## config.mk

```make
export PLATFORM = sky130hd
export DESIGN_NAME = seg7_scan_decoder
export DESIGN_NICKNAME = d
export VERILOG_FILES = /design/src/rtl/seg7_scan_decoder.sv
export SDC_FILE = /design/constraint.sdc
export NUM_CORES = 1
export LEC_CHECK = 0
export CORE_AREA = 8 8 98 100
export CTS_CLUSTER_SIZE = 8
export DETAILED_ROUTE_END_ITERATION = 10
export DIE_AREA = 0 0 106 108
export GPL_ROUTABILITY_DRIVEN = 0
export MAX_ROUTING_LAYER = met4
export PLACE_DENSITY = 0.75
export SLEW_MARGIN = 20
export SYNTH_ARGS = -nofsm -noshare
export SYNTH_HDL_FRONTEND = slang
export SYNTH_SLANG_ARGS = --single-unit
```

## constraint.sdc

```tcl
create_clock -name clk -period 3.3 [get_ports clk]
set_input_delay 0.66 -clock clk [delete_from_list [all_inputs] [get_ports clk]]
set_output_delay 0.66 -clock clk [all_outputs]
set_load 0.01 [all_outputs]
```

## src/rtl/seg7_scan_decoder.sv

```systemverilog
// Snoops a multiplexed 7-segment bus, decodes each digit back to BCD and
// publishes complete frames once they have been stable for STABLE_FRAMES scans.
module seg7_scan_decoder #(
    parameter int DIGITS        = 4,
    parameter int STABLE_FRAMES = 2
) (
    input  logic                  clk,
    input  logic                  rst_n,
    input  logic                  sample_en,
    input  logic [6:0]            seg_in,
    input  logic [DIGITS-1:0]     an_in,
    output logic                  out_valid,
    input  logic                  out_ready,
    output logic [4*DIGITS-1:0]   bcd_out,
    output logic [DIGITS-1:0]     err_out,
    output logic                  overflow
);

    localparam int CW = $clog2(STABLE_FRAMES + 1);

    typedef enum logic {
        COLLECT = 1'b0,
        COMPARE = 1'b1
    } state_t;

    state_t                state;
    logic [4*DIGITS-1:0]   slot_bcd, buf_bcd, prev_bcd, pub_bcd;
    logic [DIGITS-1:0]     slot_err, buf_err, prev_err, pub_err, seen;
    logic [CW-1:0]         stable_cnt;
    logic                  has_pub;

    logic                  onehot, accept, complete;
    logic [3:0]            dec_nib;
    logic                  dec_err;
    logic [4*DIGITS-1:0]   samp_bcd;
    logic [DIGITS-1:0]     samp_err;
    logic [CW-1:0]         new_cnt;
    logic                  same_prev, publish;

    always_comb begin
        dec_err = 1'b0;
        case (seg_in)
            7'b1111110: dec_nib = 4'h0;
            7'b0110000: dec_nib = 4'h1;
            7'b1101101: dec_nib = 4'h2;
            7'b1111001: dec_nib = 4'h3;
            7'b0110011: dec_nib = 4'h4;
            7'b1011011: dec_nib = 4'h5;
            7'b1011111: dec_nib = 4'h6;
            7'b1110000: dec_nib = 4'h7;
            7'b1111111: dec_nib = 4'h8;
            7'b1111011: dec_nib = 4'h9;
            7'b0000000: dec_nib = 4'hA;
            default: begin
                dec_nib = 4'hF;
                dec_err = 1'b1;
            end
        endcase
    end

    always_comb begin
        onehot   = (an_in != '0) && ((an_in & (an_in - DIGITS'(1))) == '0);
        accept   = sample_en && onehot;
        complete = accept && ((seen | an_in) == '1);
        samp_bcd = slot_bcd;
        samp_err = slot_err;
        for (int unsigned i = 0; i < DIGITS; i++) begin
            if (an_in[i]) begin
                samp_bcd[4*i +: 4] = dec_nib;
                samp_err[i]        = dec_err;
            end
        end
    end

    // First frame after reset (count 0) always starts the run at 1.
    always_comb begin
        same_prev = ({buf_bcd, buf_err} == {prev_bcd, prev_err});
        if (stable_cnt == '0 || !same_prev)
            new_cnt = CW'(1);
        else if (stable_cnt == CW'(STABLE_FRAMES))
            new_cnt = stable_cnt;
        else
            new_cnt = stable_cnt + CW'(1);
        publish = (new_cnt == CW'(STABLE_FRAMES)) &&
                  (!has_pub || ({buf_bcd, buf_err} != {pub_bcd, pub_err}));
    end

    always_ff @(posedge clk) begin
        if (!rst_n) begin
            state      <= COLLECT;
            slot_bcd   <= '0;
            slot_err   <= '0;
            seen       <= '0;
            buf_bcd    <= '0;
            buf_err    <= '0;
            prev_bcd   <= '0;
            prev_err   <= '0;
            pub_bcd    <= '0;
            pub_err    <= '0;
            stable_cnt <= '0;
            has_pub    <= 1'b0;
            out_valid  <= 1'b0;
            bcd_out    <= '0;
            err_out    <= '0;
            overflow   <= 1'b0;
        end else begin
            state <= COLLECT;
            if (accept) begin
                slot_bcd <= samp_bcd;
                slot_err <= samp_err;
                if (complete) begin
                    buf_bcd <= samp_bcd;
                    buf_err <= samp_err;
                    seen    <= '0;
                    state   <= COMPARE;
                end else begin
                    seen <= seen | an_in;
                end
            end

            if (out_valid && out_ready)
                out_valid <= 1'b0;

            if (state == COMPARE) begin
                stable_cnt <= new_cnt;
                prev_bcd   <= buf_bcd;
                prev_err   <= buf_err;
                if (publish) begin
                    // A dropped frame leaves the reference alone so it re-publishes later.
                    if (!out_valid || out_ready) begin
                        out_valid <= 1'b1;
                        bcd_out   <= buf_bcd;
                        err_out   <= buf_err;
                        pub_bcd   <= buf_bcd;
                        pub_err   <= buf_err;
                        has_pub   <= 1'b1;
                    end else begin
                        overflow <= 1'b1;
                    end
                end
            end
        end
    end

endmodule

```

# Yosys cells after proc, flatten, opt, wreduce, memory -nomap -nowiden
# Index checks and enable logic that the tools add are counted.
[totals]
ff_bits = 90
input_bits = 15
output_inout_bits = 22
elab_cells = 72
[op_classes]
addsub = 2
eq_ne = 15
muxes = 18
bitwise_logic = 3
reduce_logical = 20
[op_table]
columns = ["op", "n"]
rows = [
  ["== test 7 bit, second input constant", 8],
  ["one-hot mux 4 bit (11 select lines)", 1],
  ["== test 20 bit", 1],
  ["2-to-1 mux 4 bit", 5],
  ["!= test 20 bit", 1],
  ["== test 7 x 6 -> 1 bit, second input constant", 2],
  ["OR reduction 11 bit", 1],
  ["2-to-1 mux 1 bit", 10],
  ["logical NOT 7 bit", 1],
  ["AND reduction 3 bit", 2],
  ["logical AND 1 bit", 5],
  ["bitwise AND 4 bit", 1],
  ["== test 2 bit, second input constant", 2],
  ["== test 4 bit, second input constant", 1],
  ["logical NOT 4 bit", 1],
  ["2-to-1 mux 2 bit", 2],
  ["OR 4 bit", 1],
  ["AND reduction 2 bit", 2],
  ["nonzero test 4 bit", 1],
  ["subtractor 4 x 1 -> 4 bit, second input constant", 1],
  ["logical NOT 1 bit", 3],
  ["logical OR 1 bit", 3],
  ["adder 2 x 1 -> 2 bit, second input constant", 1],
  ["logical NOT 2 bit", 1],
  ["NOT 1 bit", 1],
]

# Depth between registers and ports, before layout
[depth]
ltp_word = 8
ltp_mapped = 8
ltp_nobuf = 6

# Least setup slack after synthesis
# Ideal clock, no wire load.
[synth_timing]
path_type = "input-to-reg"
from = "input seg_in[1]"
to = "register buf_bcd[0]"
t_arrival_ns = 2.162
required_time_ns = 3.172
setup_slack_ns = 1.010
stages = 7
n_path_buf = 1
path_cell_list = "buf_6 or4_4 a211oi_2 a211oi_2 and3_4 nor3_4 a211oi_2"
[synth_between]
elab_chain_len = 3
word_cells_on_any_way = 13
[synth_lines]
columns = ["element", "line", "source"]
rows = [
  ["start, declared", "10", "input logic [6:0] seg_in,"],
  ["== test 7 bit, or another cell as far along", "42", "case (seg_in)"],
  ["one-hot mux 4 bit (11 select lines) *", "42", ""],
  ["2-to-1 mux 4 bit *", "68", "if (an_in[i]) begin"],
  ["end signal, assigned", "112", "buf_bcd <= samp_bcd;"],
  ["end, declared", "27", "logic [4*DIGITS-1:0] slot_bcd, buf_bcd, prev_bcd, pub_bcd;"],
]
# Mark *: on every way between the ends. The rest lies on a longest branch, timed or not.
# A chain may end at the register's enable or synchronous reset.

# Worst setup path after layout
[layout_timing]
from = "input seg_in[1]"
to = "register buf_bcd[4]"
# Same word-level chain as after synthesis.

==> impl_metrics.csv <==
group,metric,value,unit
sta,slew_headroom,65.9,%
layout,num-nets-final,498,
sta,holdWs,458,ps
clock_tree,clk_pin_slew_worst_paths,80,ps
pwr,peakVddDrop,0.191,mV
yosys,synthArstFlopShare,0,%
yosys,synth_common_cells,"dfxtp_1 (90), mux2i_1 (64), nand2_1 (51)",
clock_tree,cts_num_sinks,90,
clock_tree,cts_max_level,3,
yosys,yosysSeqAreaShare,42.2,%
layout,final_util,60.1,%
pwr,p_leak,1.61,nW
die,start_util,53.1,%
clock_tree,postCtsHoldBufs,0,
layout,diodes,0,
critical_path,critPathLaunchType,"input pin",
critical_path,worstPathArrival,2860,ps
yosys,yosysUniqueCellTypes,49,
sta,skew,9.07,ps
place,pre_cts_ws,314,ps
yosys,ys_ff_latch,90,
layout,design_area,4840,µm²
critical_path,crit_path_end_kind,"flop",
place,post_dp_cell_area,4690,µm²
pwr,p_total,1.88,mW
die,die_h,108,µm
routing,drtPass1Iterations,5,
critical_path,crit_type,"in2reg",
critical_path,path_max_fanout,12,
sta,setup_slack,668,ps
sta,hold_viol,0,
yosys,synth_area_per_cell,9.41,µm²
layout,finalNonFillerCells,591,
critical_path,crit_required,3530,ps
sta,grt_setup_unrepaired,"no",
worst_hold_path,min_path_type,"reg2reg",
sta,min_period,2630,ps
yosys,netlist_area,4270,µm²
routing,drt-wirelength-per-cell,15.9,µm
die,io_pins,37,
clock_tree,insertion_delay,350,ps
yosys,ys.warnings.count,0,
global_route,grt_max_degree,49,
yosys,synth_nets,470,
clock_tree,postCtsSetupBuffers,0,
place,dpl.cell_count,576,
clock_tree,clockBufferDepth,2,
clock_tree,tritoncts,"yes",
die,core,8050,µm²
yosys,synth_top_area_share,42.2,%
global_route,grt_overflow,0,
sta,min_period_over_period,79.7,%
job,max_cap_viol_count,0,
yosys,yosys.cell_count.top_type,"dfxtp_1",
routing,wirelength,9410,µm
sta,slew_viol_final,0,
clock_tree,numCtsBuffers,9,
clock_tree,ctsResizeCount,0,
sta,fmax,380,MHz
routing,drc,0,
outcome,outcome,"finished, final reports clean",
place,portBuffers,36,
yosys,syn_inst,454,
yosys,yosysTopAreaCell,"dfxtp_1",
routing,vias,3332,
global_route,antenna_found_initial,0,
yosys,synthTopCellsByArea,"dfxtp_1 (42%), mux2i_1 (15%), xnor2_1 (6.8%)",
die,die_w,106,µm
global_route,grt_use_total,17.5,%
layout,syn_to_final_growth,13.2,%
die,die-area,11400,µm²
sta,tightest_slew,511,ps
routing,antenna_left,0,
global_route,grt_pass1_wl,15900,µm
die,num_rows,33,
sta,setup_viol,0,
pwr,power_density,389,nW/µm²
yosys,synth-edff-count,0,
routing,via_per_inst,5.64,
layout,drive_above_1_share,10.5,%
place,hpwl,6780,µm
yosys,synth_flop_cell,"dfxtp_1",
global_route,grt_pass1_vias,3280,
sta,fin_tns_setup,0,ps
routing,drt_iter0_markers,201,
clock_tree,clockRootBuffer,"clkbuf_8",
registers in the layout, indices dropped and copies added, names as in the netlist:
name / flops
overflow: 1
pub_err: 4
buf_err: 4
out_valid: 1
slot_bcd: 16
has_pub: 1
prev_err: 4
buf_bcd: 16
pub_bcd: 16
prev_bcd: 16
seen: 4
slot_err: 4
stable_cnt: 2
state: 1
placed cells by master (no fill, tap or decap), drive strengths merged, types with 8 or more instances in the layout:
| cell type | netlist | layout |
|---|---|---|
| dfxtp | 90 | 90 |
| mux2i | 64 | 64 |
| nand2 | 51 | 51 |
| nor2 | 48 | 48 |
| clkdlybuf4s50 | 0 | 35 |
| xnor2 | 33 | 33 |
| o21ai | 26 | 26 |
| a21oi | 19 | 19 |
| buf | 15 | 14 |
| clkbuf | 17 | 12 |
| a211oi | 11 | 11 |
| nor3 | 10 | 10 |
| and3 | 8 | 8 |
logic make-up after synthesis:
logic type	count (synthesis)	synth area share, %
AO/OA/AOI/OAI	74	12.3
XOR/XNOR	38	7.79
adder cells (fa/ha/maj)	1	0.293
buffers and inverters	38	4.54
flip-flops	90	42.2
multiplexers	64	15.0
AND/OR/NAND/NOR	149	17.9
power by group:
group | switching (mW) | internal, mW | total [mW]
combinational | 0.0847 | 0.0566 | 0.141
sequential | 0.00936 | 1.10 | 1.11
clock | 0.368 | 0.268 | 0.636
worst paths after layout:
path,startpoint,endpoint,slack [ps],depth (start not counted)
hold reg to reg,overflow,overflow,460,2
setup reg to reg,buf_bcd[6],pub_bcd[11],1070,7
setup / recovery,seg_in[1],buf_bcd[4],670,7
hold / removal,overflow,overflow,460,2
layout make-up:
cell class | instances | area (µm²)
clock buffer | 12 | 135
multi-input combinational | 326 | 2280
fill | 728 | 3210
clock inverter | 3 | 17.5
inverter | 6 | 22.5
timing repair buffer | 49 | 453
sequential | 90 | 1800
tap | 105 | 131
critical path: stages:
cell             delay, ps
clkdlybuf4s50_1        560
or4_4                  580
a211oi_2               250
a211oi_2               110
and3_4                 270
nor3_4                 310
a211oi_2               120
routing by layer:
| layer | share of wire [%] | GRT usage, % |
|---|---|---|
| met1 | 46 | 20.2 |
| met2 | 48 | 29.0 |
| met3 | 3.8 | 3.99 |
| met4 | 1.9 | 7.14 |
| met5 | 0 | - |
Power figures use the tool's default switching activity.
